<file path="config.mk">
export PLATFORM = sky130hd
export DESIGN_NAME = obi_req_driver
export DESIGN_NICKNAME = d
export VERILOG_FILES = /design/src/rtl/obi_req_driver.sv
export SDC_FILE = /design/constraint.sdc
export NUM_CORES = 1
export LEC_CHECK = 0
export ABC_AREA = 1
export BUFFER_PORTS_ARGS = -buffer_cell sky130_fd_sc_hd__buf_2
export CORE_UTILIZATION = 55
export DETAILED_ROUTE_END_ITERATION = 16
export PLACE_DENSITY_LB_ADDON = 0.3
export RECOVER_POWER = 100
export SYNTH_ARGS = -nofsm -noshare
export SYNTH_HDL_FRONTEND = slang
export SYNTH_SLANG_ARGS = --single-unit
</file>
<file path="constraint.sdc">
create_clock -name clk_wr -period 63.7 [get_ports clk_wr]
set_input_delay 9.555 -clock clk_wr [delete_from_list [all_inputs] [get_ports clk_wr]]
set_output_delay 9.555 -clock clk_wr [all_outputs]
set_load 0.02 [all_outputs]
</file>
<file path="src/rtl/obi_req_driver.sv">
// rtl/obi_req_driver.sv - OBI data-side initiator with random request gaps and an outstanding-command FIFO
module obi_req_driver #(
  parameter int DW         = 32,
  parameter int MAX_OUTSTD = 4
) (
  input  logic                          clk_wr,
  input  logic                          rst_ni,
  input  logic [3:0]                    REQ_WMAX,
  input  logic                          cmd_valid,
  output logic                          cmd_ready,
  input  logic                          cmd_we,
  input  logic [3:0]                    cmd_be,
  input  logic                          cmd_is_cap,
  input  logic                          cmd_is_lrsc,
  input  logic [31:0]                   cmd_addr,
  input  logic [DW-1:0]                 cmd_wdata,
  input  logic [7:0]                    cmd_flag,
  output logic                          data_req,
  output logic                          data_we,
  output logic [3:0]                    data_be,
  output logic                          data_is_cap,
  output logic                          data_is_lrsc,
  output logic [31:0]                   data_addr,
  output logic [DW-1:0]                 data_wdata,
  output logic [7:0]                    data_flag,
  input  logic                          data_gnt,
  input  logic                          data_rvalid,
  input  logic [DW-1:0]                 data_rdata,
  input  logic                          data_err,
  input  logic                          data_sc_resp,
  output logic                          rsp_valid,
  output logic                          rsp_we,
  output logic [3:0]                    rsp_be,
  output logic [7:0]                    rsp_flag,
  output logic [31:0]                   rsp_addr,
  output logic [DW-1:0]                 rsp_wdata,
  output logic [DW-1:0]                 rsp_rdata,
  output logic                          rsp_err,
  output logic                          rsp_sc_resp,
  output logic [$clog2(MAX_OUTSTD):0]   outstd_cnt,
  output logic                          proto_err
);
  localparam int PW = $clog2(MAX_OUTSTD);
  localparam int EW = 1 + 4 + 8 + 32 + DW;        // FIFO entry: we, be, flag, addr, wdata
  localparam int AW = 1 + 4 + 1 + 1 + 32 + DW + 8; // all request attributes
  localparam logic [PW:0] FULL_CNT = (PW+1)'(MAX_OUTSTD);

  typedef enum logic [1:0] {IDLE, WAIT, REQ} state_t;

  state_t        state_q, state_d;
  logic [3:0]    cntr_q, cntr_d, draw_n;
  logic [31:0]   rng_q, rng_nxt;
  logic [PW:0]   wr_ptr_q, rd_ptr_q;
  logic [EW-1:0] fifo_mem [MAX_OUTSTD];
  logic [EW-1:0] fifo_head;
  logic          fifo_empty, fifo_full, grant, accept, pop;
  logic [AW-1:0] attr_now, attr_q;
  logic          req_pend_q;

  assign outstd_cnt = wr_ptr_q - rd_ptr_q;
  assign fifo_empty = (wr_ptr_q == rd_ptr_q);
  assign fifo_full  = (outstd_cnt == FULL_CNT);
  assign data_req   = (state_q == REQ) && !fifo_full;
  assign grant      = data_req && data_gnt;
  assign cmd_ready  = (state_q == IDLE) || grant;
  assign accept     = cmd_valid && cmd_ready;
  assign pop        = data_rvalid && !fifo_empty;

  // Idle-gap draw: half the time zero, otherwise uniform-ish in 0..REQ_WMAX
  assign draw_n = (REQ_WMAX == 4'd0 || !rng_q[31]) ? 4'd0
                : 4'(rng_q[15:0] % ({12'd0, REQ_WMAX} + 16'd1));

  // xorshift32 step; the generator advances once per accepted command
  always_comb begin
    rng_nxt = rng_q ^ (rng_q << 13);
    rng_nxt = rng_nxt ^ (rng_nxt >> 17);
    rng_nxt = rng_nxt ^ (rng_nxt << 5);
  end

  // Next-state logic: accept -> REQ directly or via a WAIT countdown
  always_comb begin
    state_d = state_q;
    cntr_d  = cntr_q;
    case (state_q)
      IDLE: begin
        if (accept) begin
          state_d = (draw_n == 4'd0) ? REQ : WAIT;
          cntr_d  = draw_n;
        end
      end
      WAIT: begin
        cntr_d = cntr_q - 4'd1;
        if (cntr_q == 4'd1) state_d = REQ;
      end
      REQ: begin
        if (grant) begin
          state_d = IDLE;
          if (accept) begin
            state_d = (draw_n == 4'd0) ? REQ : WAIT;
            cntr_d  = draw_n;
          end
        end
      end
      default: state_d = IDLE;
    endcase
  end

  // State, countdown and random generator registers
  always_ff @(posedge clk_wr or negedge rst_ni) begin
    if (!rst_ni) begin
      state_q <= IDLE;
      cntr_q  <= 4'd0;
      rng_q   <= 32'h2545_F491;
    end else begin
      state_q <= state_d;
      cntr_q  <= cntr_d;
      if (accept) rng_q <= rng_nxt;
    end
  end

  // Latched command drives the request attributes until the next accept
  always_ff @(posedge clk_wr or negedge rst_ni) begin
    if (!rst_ni) begin
      data_we      <= 1'b0;
      data_be      <= 4'd0;
      data_is_cap  <= 1'b0;
      data_is_lrsc <= 1'b0;
      data_addr    <= 32'd0;
      data_wdata   <= '0;
      data_flag    <= 8'd0;
    end else if (accept) begin
      data_we      <= cmd_we;
      data_be      <= cmd_be;
      data_is_cap  <= cmd_is_cap;
      data_is_lrsc <= cmd_is_lrsc;
      data_addr    <= cmd_addr;
      data_wdata   <= cmd_wdata;
      data_flag    <= cmd_flag;
    end
  end

  // Outstanding FIFO pointers: push on grant, pop on a matched response
  always_ff @(posedge clk_wr or negedge rst_ni) begin
    if (!rst_ni) begin
      wr_ptr_q <= '0;
      rd_ptr_q <= '0;
    end else begin
      if (grant) wr_ptr_q <= wr_ptr_q + 1'b1;
      if (pop)   rd_ptr_q <= rd_ptr_q + 1'b1;
    end
  end

  // FIFO storage holds the granted command for response pairing
  always_ff @(posedge clk_wr) begin
    if (grant) fifo_mem[wr_ptr_q[PW-1:0]] <= {data_we, data_be, data_flag, data_addr, data_wdata};
  end

  assign fifo_head = fifo_mem[rd_ptr_q[PW-1:0]];
  assign {rsp_we, rsp_be, rsp_flag, rsp_addr, rsp_wdata} = fifo_head;
  assign rsp_valid   = pop;
  assign rsp_rdata   = rsp_valid ? data_rdata : '0;
  assign rsp_err     = rsp_valid && data_err;
  assign rsp_sc_resp = rsp_valid && data_sc_resp;

  assign attr_now = {data_we, data_be, data_is_cap, data_is_lrsc, data_addr, data_wdata, data_flag};

  // Snapshot of a pending (ungranted) request for the stability self-check
  always_ff @(posedge clk_wr or negedge rst_ni) begin
    if (!rst_ni) begin
      req_pend_q <= 1'b0;
      attr_q     <= '0;
    end else begin
      req_pend_q <= data_req && !data_gnt;
      attr_q     <= attr_now;
    end
  end

  // Sticky protocol-violation flag
  always_ff @(posedge clk_wr or negedge rst_ni) begin
    if (!rst_ni) begin
      proto_err <= 1'b0;
    end else if ((data_gnt && !data_req) || (data_rvalid && fifo_empty) ||
                 (req_pend_q && data_req && (attr_now != attr_q))) begin
      proto_err <= 1'b1;
    end
  end
endmodule

</file>
==> run_results.csv <==
group,metric,value,unit
global_route,grt_pass1_vias,18620,
synthesis,synthArstFlopShare,0.398,
final_layout,finalNetCount,3115,
clocking,cts_setup_buffers,0,
final_layout,layout.cells.non_filler,3545,
sta,finalCriticalPeriod,37.25,ns
synthesis,synth_fp_nets,2831,
floorplanning,die_x,218,µm
sta,rsz0062_at_grt,"no",
final_layout,syn_to_final_growth,12.6,%
global_route,grt_usage,0.265,
sta,maxSlewHeadroom,-3.03,
floorplanning,die-area,47600,µm²
synthesis,synthCells,2624,
floorplanning,io_pins,319,
floorplanning,dieHeight,218,µm
worst_setup_path,crit_top_cell,"nand2_1",
route,drc,0,
sta,period_share,0.585,
final_layout,final_util,0.632,
route,drt_iter0_markers,1264,
final_layout,post_route_cells_drive_above_1_share,0.108,
sta,maxSlewViolCount,914,
synthesis,synth_edf_count,308,
route,drt-total-wl,63500,µm
worst_setup_path,crit_type,"primary input to flip-flop",
sta,fin_skew,0.0144,ns
clocking,cts_tree,"done",
synthesis,yosysSeqAreaShare,0.559,
clocking,postCtsResizedCells,0,
sta,hold_viol,0,
route,wl_per_cell,17.9,µm
synthesis,ys_types,53,
clocking,clk_latency,0.56,ns
global_route,globalRouteOverflowTotal,0,
status,violations,"capacitance limit, slew limit",
global_route,grt_pass1_wl,99600,µm
clocking,cts_root_buf,"clkbuf_16",
synthesis,ys_seq_elements,512,
run,maxCapViolCount,15,
floorplanning,core_area,45800,µm²
placed_design,place_congestion,0.904,
clocking,htree_levels,2,
placed_design,io_buffer_count,318,
worst_setup_path,critPathCaptureType,"flip-flop",
sta,worst_pin_slew,6.04,ns
hold_path,hp-class,"flip-flop to flip-flop",
synthesis,syn_area,25700,µm²
worst_setup_path,crit_arrival,37.68,ns
sta,max_freq,0.0268,GHz
synthesis,synthFlopType,"edfxtp_1",
global_route,antenna_found_initial,4,
worst_setup_path,cp.required,64.12,ns
sta,setup_violations,0,
status,status,"complete, but fails checks",
floorplanning,placementRows,78,
worst_setup_path,start_kind,"primary input",
route,via_per_inst,5.50,
clocking,path_clk_slew,0.06,ns
floorplanning,start_util,0.561,
clocking,clk_path_buf_depth,3,
final_layout,final_common_cell,"nand2_1",
placed_design,dpl.cell_count,3460,
synthesis,synth_area_per_cell,9.79,µm²
final_layout,layout_common_cells,"nand2_1, edfxtp_1, nor2_1",
route,first_pass_iters,7,
worst_setup_path,slowest_delay,0.76,ns
route,antenna_left,0,
clocking,numCtsBuffers,46,
sta,setup_tns,0,ns
global_route,grt_max_degree,108,
clocking,clock-sinks,512,
worst_setup_path,slowest_stage,"nor3_1",
synthesis,ys.warnings.count,0,
clocking,holdBufCountCts,0,
worst_setup_path,path_max_fanout,19,
route,vias,19502,
placed_design,dpl.hpwl,42500,µm
final_layout,fillers,3715,
[cell type report]
type	count	area, µm²	share of cell area
flip-flops and latches	512	14400	0.497
clock buffers	63	1330	0.0459
inverters	235	883	0.0305
multi-input cells	1782	10000	0.346
repair buffers	331	1410	0.0486
diodes	1	2.50	0.0000865
clock inverters	21	175	0.00605
well taps	600	751	0.0259
[cell families (layout without fill, tap and decap cells)]
kind of cell / after synthesis / after routing / share of synthesized area
simple gates: 1092 / 1092 / 0.194
xor+xnor: 191 / 191 / 0.0654
buf+inv: 330 / 650 / 0.0495
flops: 512 / 512 / 0.559
compound gates: 414 / 414 / 0.0899
fa+ha+maj: 85 / 85 / 0.0420
other cells: 0 / 1 / 0
[path summary, 6_finish.rpt]
check / cells past startpoint / slack (ns) / to / start
worst min-delay path: 0 / 0.47 / attr_q[72] / data_is_lrsc
worst max-delay path: 171 / 26.45 / state_q[0] / REQ_WMAX[0]
worst max register to register: 174 / 36.10 / state_q[0] / rng_q[15]
worst min register to register: 0 / 0.47 / attr_q[72] / data_is_lrsc
min in group asynchronous: 1 / 11.24 / data_flag[5] / rst_ni
max in group asynchronous: 2 / 47.63 / data_wdata[7] / rst_ni
[synthesized netlist by cell type (3+ instances only)]
master    instances  area [µm²]
or2_2            10        62.6
nor2_2           12        75.1
inv_1           220         826
a21oi_1          36         180
o21ai_0         239        1200
a31oi_1           3        18.8
nand3_2          20         200
inv_2            14        52.6
nand2_1         546        2050
nor4_1            8        50.1
o21ai_1          16        80.1
nand2_4           6        67.6
ha_1             83        1040
nand4_2           3        37.5
o21a_1            5        37.5
o211ai_1          8        60.1
nand2_2          16         100
o22ai_1          77         482
clkbuf_1         90         338
dfrtp_1         190        4750
nor2_4           13         146
o21ai_2           4        35.0
nand4_1          50         313
buf_6             4        45.0
nand3_1          92         460
nor3_1           14        70.1
xnor2_1         114         998
dfstp_2          14         368
nand3_4           4        70.1
nand4_4           3        63.8
edfxtp_1        308        9250
a21o_1            5        37.5
o21bai_1         12        90.1
nand3b_1          5        37.5
nor2_1          277        1040
or2_1             3        18.8
o31ai_1           4        30.0
xor2_1           76         666
[critical path: cells and delay by family]
kind | cells | cell delay [ns]
fa+ha+maj | 16 | 5.31
compound gates | 45 | 7.67
simple gates | 80 | 10.74
buf+inv | 30 | 4.38
[per-stage QoR]
| step | worst slack, ns | hold WS, ns | area, µm² |
|---|---|---|---|
| after floorplan | 31.38 | 0.455 | 25700 |
| after global placement | 28.94 | 0.436 | 27800 |
| after detailed placement | 27.60 | 0.439 | 27800 |
| after CTS | 28.16 | 0.456 | 29300 |
| after global routing | 23.51 | 0.496 | 28900 |
| final | 26.45 | 0.469 | 28900 |
[state kept, by name (all words and copies together) (netlist names), 4 cells and up]
register and count:
data_addr 32, cntr_q 4, fifo_mem 308, data_flag 8, rng_q 32, data_wdata 32, data_be 4, attr_q 79
[metal layers]
layer,vias to the layer above,share of wire,track usage
li1,9384,-,-
met1,9530,0.43,0.349
met2,493,0.50,0.461
met3,91,0.053,0.0337
met4,4,0.022,0.0739
met5,-,0.00043,0
Power is not shown: default switching activity piles up to over one toggle a cycle in this logic, so the estimate is an artifact.
